==> src/rtl/me_pkg.sv <==
// Shared types and geometry for the motion-estimation window loader.
package me_pkg;

    localparam int DATA_W  = 8;
    localparam int R_DIM   = 16;
    localparam int S_DIM   = 32;
    localparam int R_WORDS = R_DIM * R_DIM;
    localparam int S_WORDS = S_DIM * S_DIM;
    localparam int R_AW    = $clog2(R_WORDS);
    localparam int S_AW    = $clog2(S_WORDS);
    // One counter spans the R load followed by the S load.
    localparam int CNT_W   = $clog2(R_WORDS + S_WORDS);

    typedef enum logic [1:0] {
        IDLE   = 2'd0,
        LOAD_R = 2'd1,
        LOAD_S = 2'd2,
        RUN    = 2'd3
    } state_t;

    typedef struct packed {
        logic [3:0] motion_x;
        logic [3:0] motion_y;
        logic [7:0] best_dist;
    } result_t;

endpackage

==> src/rtl/me_window_loader.sv <==
// Loader front end: streams bytes into the R then S memories, runs the ME core,
// and latches its result.
//
// state  | meaning
// -------+---------------------------------------------------------------
// IDLE   | waiting for load_req; stream ignored
// LOAD_R | writing the 16x16 reference block, count 0..255
// LOAD_S | writing the 32x32 search window, count 256..1279
// RUN    | me_start held high until me_completed, then result latched
module me_window_loader
    import me_pkg::*;
(
    input  logic              clock,
    input  logic              reset,
    input  logic              load_req,
    input  logic [DATA_W-1:0] data_in,
    input  logic              data_valid,
    output logic              data_ready,
    output logic              r_we,
    output logic [R_AW-1:0]   r_waddr,
    output logic [DATA_W-1:0] r_wdata,
    output logic              s_we,
    output logic [S_AW-1:0]   s_waddr,
    output logic [DATA_W-1:0] s_wdata,
    output logic              me_start,
    input  logic              me_completed,
    input  logic [3:0]        me_motion_x,
    input  logic [3:0]        me_motion_y,
    input  logic [7:0]        me_best_dist,
    output logic              busy,
    output logic              result_valid,
    output logic [3:0]        result_motion_x,
    output logic [3:0]        result_motion_y,
    output logic [7:0]        result_best_dist
);

    localparam logic [CNT_W-1:0] R_LAST = CNT_W'(R_WORDS - 1);
    localparam logic [CNT_W-1:0] S_LAST = CNT_W'(R_WORDS + S_WORDS - 1);

    state_t           state, state_nxt;
    logic [CNT_W-1:0] count;
    logic             ready_q, start_q, busy_q, rvalid_q;
    result_t          result_q;
    logic             accept, finish;

    assign accept = data_valid & ready_q;
    assign finish = (state == RUN) & me_completed;

    // Next-state decode.
    always_comb begin
        state_nxt = state;
        unique case (state)
            IDLE:    if (load_req)                     state_nxt = LOAD_R;
            LOAD_R:  if (accept && (count == R_LAST))  state_nxt = LOAD_S;
            LOAD_S:  if (accept && (count == S_LAST))  state_nxt = RUN;
            RUN:     if (me_completed)                 state_nxt = IDLE;
            default:                                   state_nxt = IDLE;
        endcase
    end

    // State register plus registered decodes of the next state, so ready,
    // start and busy come straight from flops.
    always_ff @(posedge clock or negedge reset) begin
        if (!reset) begin
            state   <= IDLE;
            ready_q <= 1'b0;
            start_q <= 1'b0;
            busy_q  <= 1'b0;
        end else begin
            state   <= state_nxt;
            ready_q <= (state_nxt == LOAD_R) || (state_nxt == LOAD_S);
            start_q <= (state_nxt == RUN);
            busy_q  <= (state_nxt != IDLE);
        end
    end

    // Byte counter: cleared when a load begins, advances per accepted byte.
    always_ff @(posedge clock or negedge reset) begin
        if (!reset) begin
            count <= '0;
        end else if ((state == IDLE) && load_req) begin
            count <= '0;
        end else if (accept) begin
            count <= count + 1'b1;
        end
    end

    // Result capture on the first completed cycle of RUN.
    always_ff @(posedge clock or negedge reset) begin
        if (!reset) begin
            rvalid_q <= 1'b0;
            result_q <= '0;
        end else begin
            rvalid_q <= finish;
            if (finish) begin
                result_q <= '{motion_x: me_motion_x, motion_y: me_motion_y,
                              best_dist: me_best_dist};
            end
        end
    end

    assign data_ready = ready_q;
    assign me_start   = start_q;
    assign busy       = busy_q;

    // S addresses are count-256; the low 10 bits alone give that modulo 1024.
    assign r_we    = accept & (state == LOAD_R);
    assign r_waddr = count[R_AW-1:0];
    assign r_wdata = data_in;
    assign s_we    = accept & (state == LOAD_S);
    assign s_waddr = (state == LOAD_S) ? (count[S_AW-1:0] - S_AW'(R_WORDS)) : '0;
    assign s_wdata = data_in;

    assign result_valid     = rvalid_q;
    assign result_motion_x  = result_q.motion_x;
    assign result_motion_y  = result_q.motion_y;
    assign result_best_dist = result_q.best_dist;

endmodule

==> config.mk <==
export PLATFORM = sky130hd
export DESIGN_NAME = me_window_loader
export DESIGN_NICKNAME = d
export VERILOG_FILES = /design/src/rtl/me_pkg.sv /design/src/rtl/me_window_loader.sv
export SDC_FILE = /design/constraint.sdc
export NUM_CORES = 1
export LEC_CHECK = 0
export ABC_AREA = 0
export ABC_CLOCK_PERIOD_IN_PS = 1700
export CORE_MARGIN = 8
export CORE_UTILIZATION = 25
export CTS_BUF_LIST = sky130_fd_sc_hd__clkbuf_16
export CTS_CLUSTER_DIAMETER = 60
export DETAILED_ROUTE_END_ITERATION = 10
export GPL_ROUTABILITY_DRIVEN = 0
export MAX_ROUTING_LAYER = met4
export PLACE_DENSITY = 0.6
export SYNTH_ARGS = -nofsm -noshare
export SYNTH_HDL_FRONTEND = slang
export SYNTH_SLANG_ARGS = --single-unit
==> constraint.sdc <==
create_clock -name clock -period 1.7 [get_ports clock]
set_clock_uncertainty 0.15 [all_clocks]
set_input_delay 0.425 -clock clock [delete_from_list [all_inputs] [get_ports clock]]
set_output_delay 0.425 -clock clock [all_outputs]
set_load 0.03 [all_outputs]
==> reports/qor.csv <==
metric;value;unit
Max Clk Rate;0.5349;GHz
All-Layer GR Usage;9.501;%
NumNets Final;271;
CTS root buf;clkbuf_16;
Die Ht;99.98;microns
Die ar.;9995;sq um
P&R area growth vs syn;63.59;%
Yosys top cell by area;dfrtp_1;
NetSw;0.7929;mW
Worst Path Required;1.76;ns
Core ar.;6794;sq um
hpwl dp;3.470;mm
Post-synth EDFFs;0;
Fin. Hold Viols;0;
via count;1413;
Final WS setup;-0.1696;ns
CTS tree;done;
RSZ-0062 raised after global routing;true;
slew margin rel.;76.56;%
status;finished with violations;
asr flop ratio synth;100.0;%
top cell type's share of synthesized area;46.84;%
dominant synthesized flop cell;dfrtp_1;
Distinct cells, synth;37;
Sequential Power Share;33.7;%
drt wl/cell;13.58;microns
share of layout cells above drive strength 1;43.28;%
slew of the pin with the lowest slew margin;0.3479;ns
cts bufs inserted;5;
Mapped Area;1763;sq um
setup_tns;-1.866;ns
net count after synthesis;195;
Ant. Diodes;0;
cell count after synthesis;161;
router iterations before antenna repair;4;
Hold/Removal Path Class;flop to flop;
initial antenna violation count;0;
IO Count;85;
Final ANT Viol Nets;0;
critical path endpoint category;flop;
Final setup viols;16;
total power;2.659;mW
slowest CP cell;or4b_4;
total wire length;4.537;mm
Filler cells;670;
crit path kind;flop to flop;
first-pass GRT wire length;7.403;mm
power per cell area;921.9;nW/um^2
Yosys reg bits;33;
Critical Path AT;1.93;ns
cell mode on critical path;ha_4;
number of global-route vias before repair;1577;
Leak Pwr;1.415;nW
Startpoint Class;flop;
Max stage delay on crit path;0.52;ns
# Max-Cap Violations;0;
CP Max Fanout;2;
Max VDD drop;0.4375;mV
Cell Count Post-Placement;319;
Clock transition at path regs;0.05;ns
Placement Rows;30;
Starting Density;25.95;%
Die X;99.98;microns
Pint;1.866;mW
clock sink count;33;
Slew Limit Fails;0;
H-tree levels;2;
Gate power share;28.3;%
fin crit share;110.0;%
Placement Setup Slack;-0.5893;ns
synth top area cells;dfrtp_1 (47%), buf_4 (10%), mux2_2 (7.0%);
Tmin final;1.870;ns
crit-path cells;inv_2 > ha_4 > nand4_1 > or4b_4 > o211a_1 > ha_4;
buffer levels on the longest clock path;2;
Iter 0 DRT Violations;22;
Clock power frac;38.0;%
Finished Layout Cells;334;
Clk Latency, worst-skew pair;0.27;ns
Port Buffers;60;
Sw Ratio;29.82;%
vias per cell;4.231;
failing checks;setup timing;
Residual DRC;0;
yosys warns;0;
sequential area share after synthesis;46.84;%
syn avg cell area;10.95;sq um
largest net degree at the start of global routing;22;
grt total ovfl;0;
## worst max-delay path: cells and delay by family (launching register included)
family	cells	cell delay (ns)
adders and majority gates	2	0.38
buffers and inverters	1	0.09
DFF	1	0.38
AOI/OAI and AO/OA	1	0.15
and+or+nand+nor	2	0.65
## metrics by stage
step / hold slack (ns) / area, sq um / utilization (%)
detailed placement: 0.2041 / 2514 / 37.00
global placement: 0.2003 / 2514 / 37.00
floorplan: -0.02059 / 1779 / -
CTS: 0.3386 / 2806 / 41.31
global route: 0.3539 / 2884 / 42.45
finish: 0.3312 / 2884 / 42.45
## cells by family (layout without fill, tap and decap cells)
logic type,after synthesis,count (layout),synth area share (%)
xor+xnor,2,2,0.9938
flops,33,33,46.84
mux,18,18,11.36
buf+inv,37,114,13.63
fa+ha+maj,5,5,3.549
simple gates,48,48,17.18
compound gates,18,18,6.459
## flip-flops by register name, summed over array words and instances (netlist names)
signal and count:
count 11, result_best_dist 8, result_motion_x 4, result_motion_y 4, state 2, busy 1
data_ready 1, me_start 1, result_valid 1
## cell type report
class                      count  area [sq um]  area share [%]
clock buffer                   5         125.1           4.338
tap                           96         120.1           4.165
timing repair buffer          97         922.1           31.97
inverter                       9         33.78           1.171
sequential                    33         827.0           28.68
clock inverter                 3         41.29           1.432
multi-input combinational     91         814.5           28.24
## worst paths after layout
| path | startpoint | end | slack (ns) | cells past startpoint |
|---|---|---|---|---|
| worst max-delay path | count[9] | data_ready | -0.17 | 6 |
| worst min-delay path | result_best_dist[2] | result_best_dist[2] | 0.33 | 1 |
| worst max register to register | count[9] | data_ready | -0.17 | 6 |
| worst min register to register | result_best_dist[2] | result_best_dist[2] | 0.33 | 1 |
| max in group asynchronous | reset | data_ready | 0.53 | 3 |
| min in group asynchronous | reset | count[3] | 0.44 | 2 |
## layout by cell type, fill, tap and decap left out, types with 4 or more instances in the layout
| cell | count |
|---|---|
| buf_4 | 33 |
| nor2_4 | 4 |
| dfrtp_1 | 32 |
| mux2_2 | 11 |
| o31ai_1 | 4 |
| buf_12 | 4 |
| and2_4 | 6 |
| inv_1 | 7 |
| or4_1 | 4 |
| a21oi_1 | 7 |
| nand3_1 | 4 |
| clkbuf_16 | 5 |
| clkdlybuf4s50_1 | 18 |
| mux2_1 | 5 |
| dlygate4sd2_1 | 20 |
| buf_6 | 19 |
| nand2_1 | 8 |
## power by group through the flow
stage | clock network [mW] | registers (mW) | logic, mW
6_report | 1.01 | 0.896 | 0.754
2_1_floorplan | 0 | 0.946 | 0.480
3_5_place_dp | 0 | 0.910 | 0.735
4_1_cts | 1.04 | 0.897 | 0.739
3_3_place_gp | 0 | 0.908 | 0.722
5_1_grt | 1.07 | 0.905 | 0.820
## synth_stat cells, drive strengths merged (2+ instances only)
master,count
nand3,6
buf,28
ha,5
mux2,16
o21ai,3
nor4,3
nand2,9
or4,4
o31ai,4
nor3b,2
nor2,7
and2,6
a21oi,7
inv,9
dfrtp,33
nand4,3
nand2b,2
or3,2
mux2i,2
## layer usage
layer	routed length, microns	global-route usage, %
met1	1963	10.95
met2	2129	14.93
met3	429	4.083
met4	15	2.209
met5	0	-
## repair_timing
item	CTS	global route
hold buffers	1	0
endpoints found under the setup margin	43	22
pin swaps	6	5
resized for setup	55	11
endpoints found under the hold margin	12	0
setup buffers	2	4
Power figures use the tool's default switching activity.
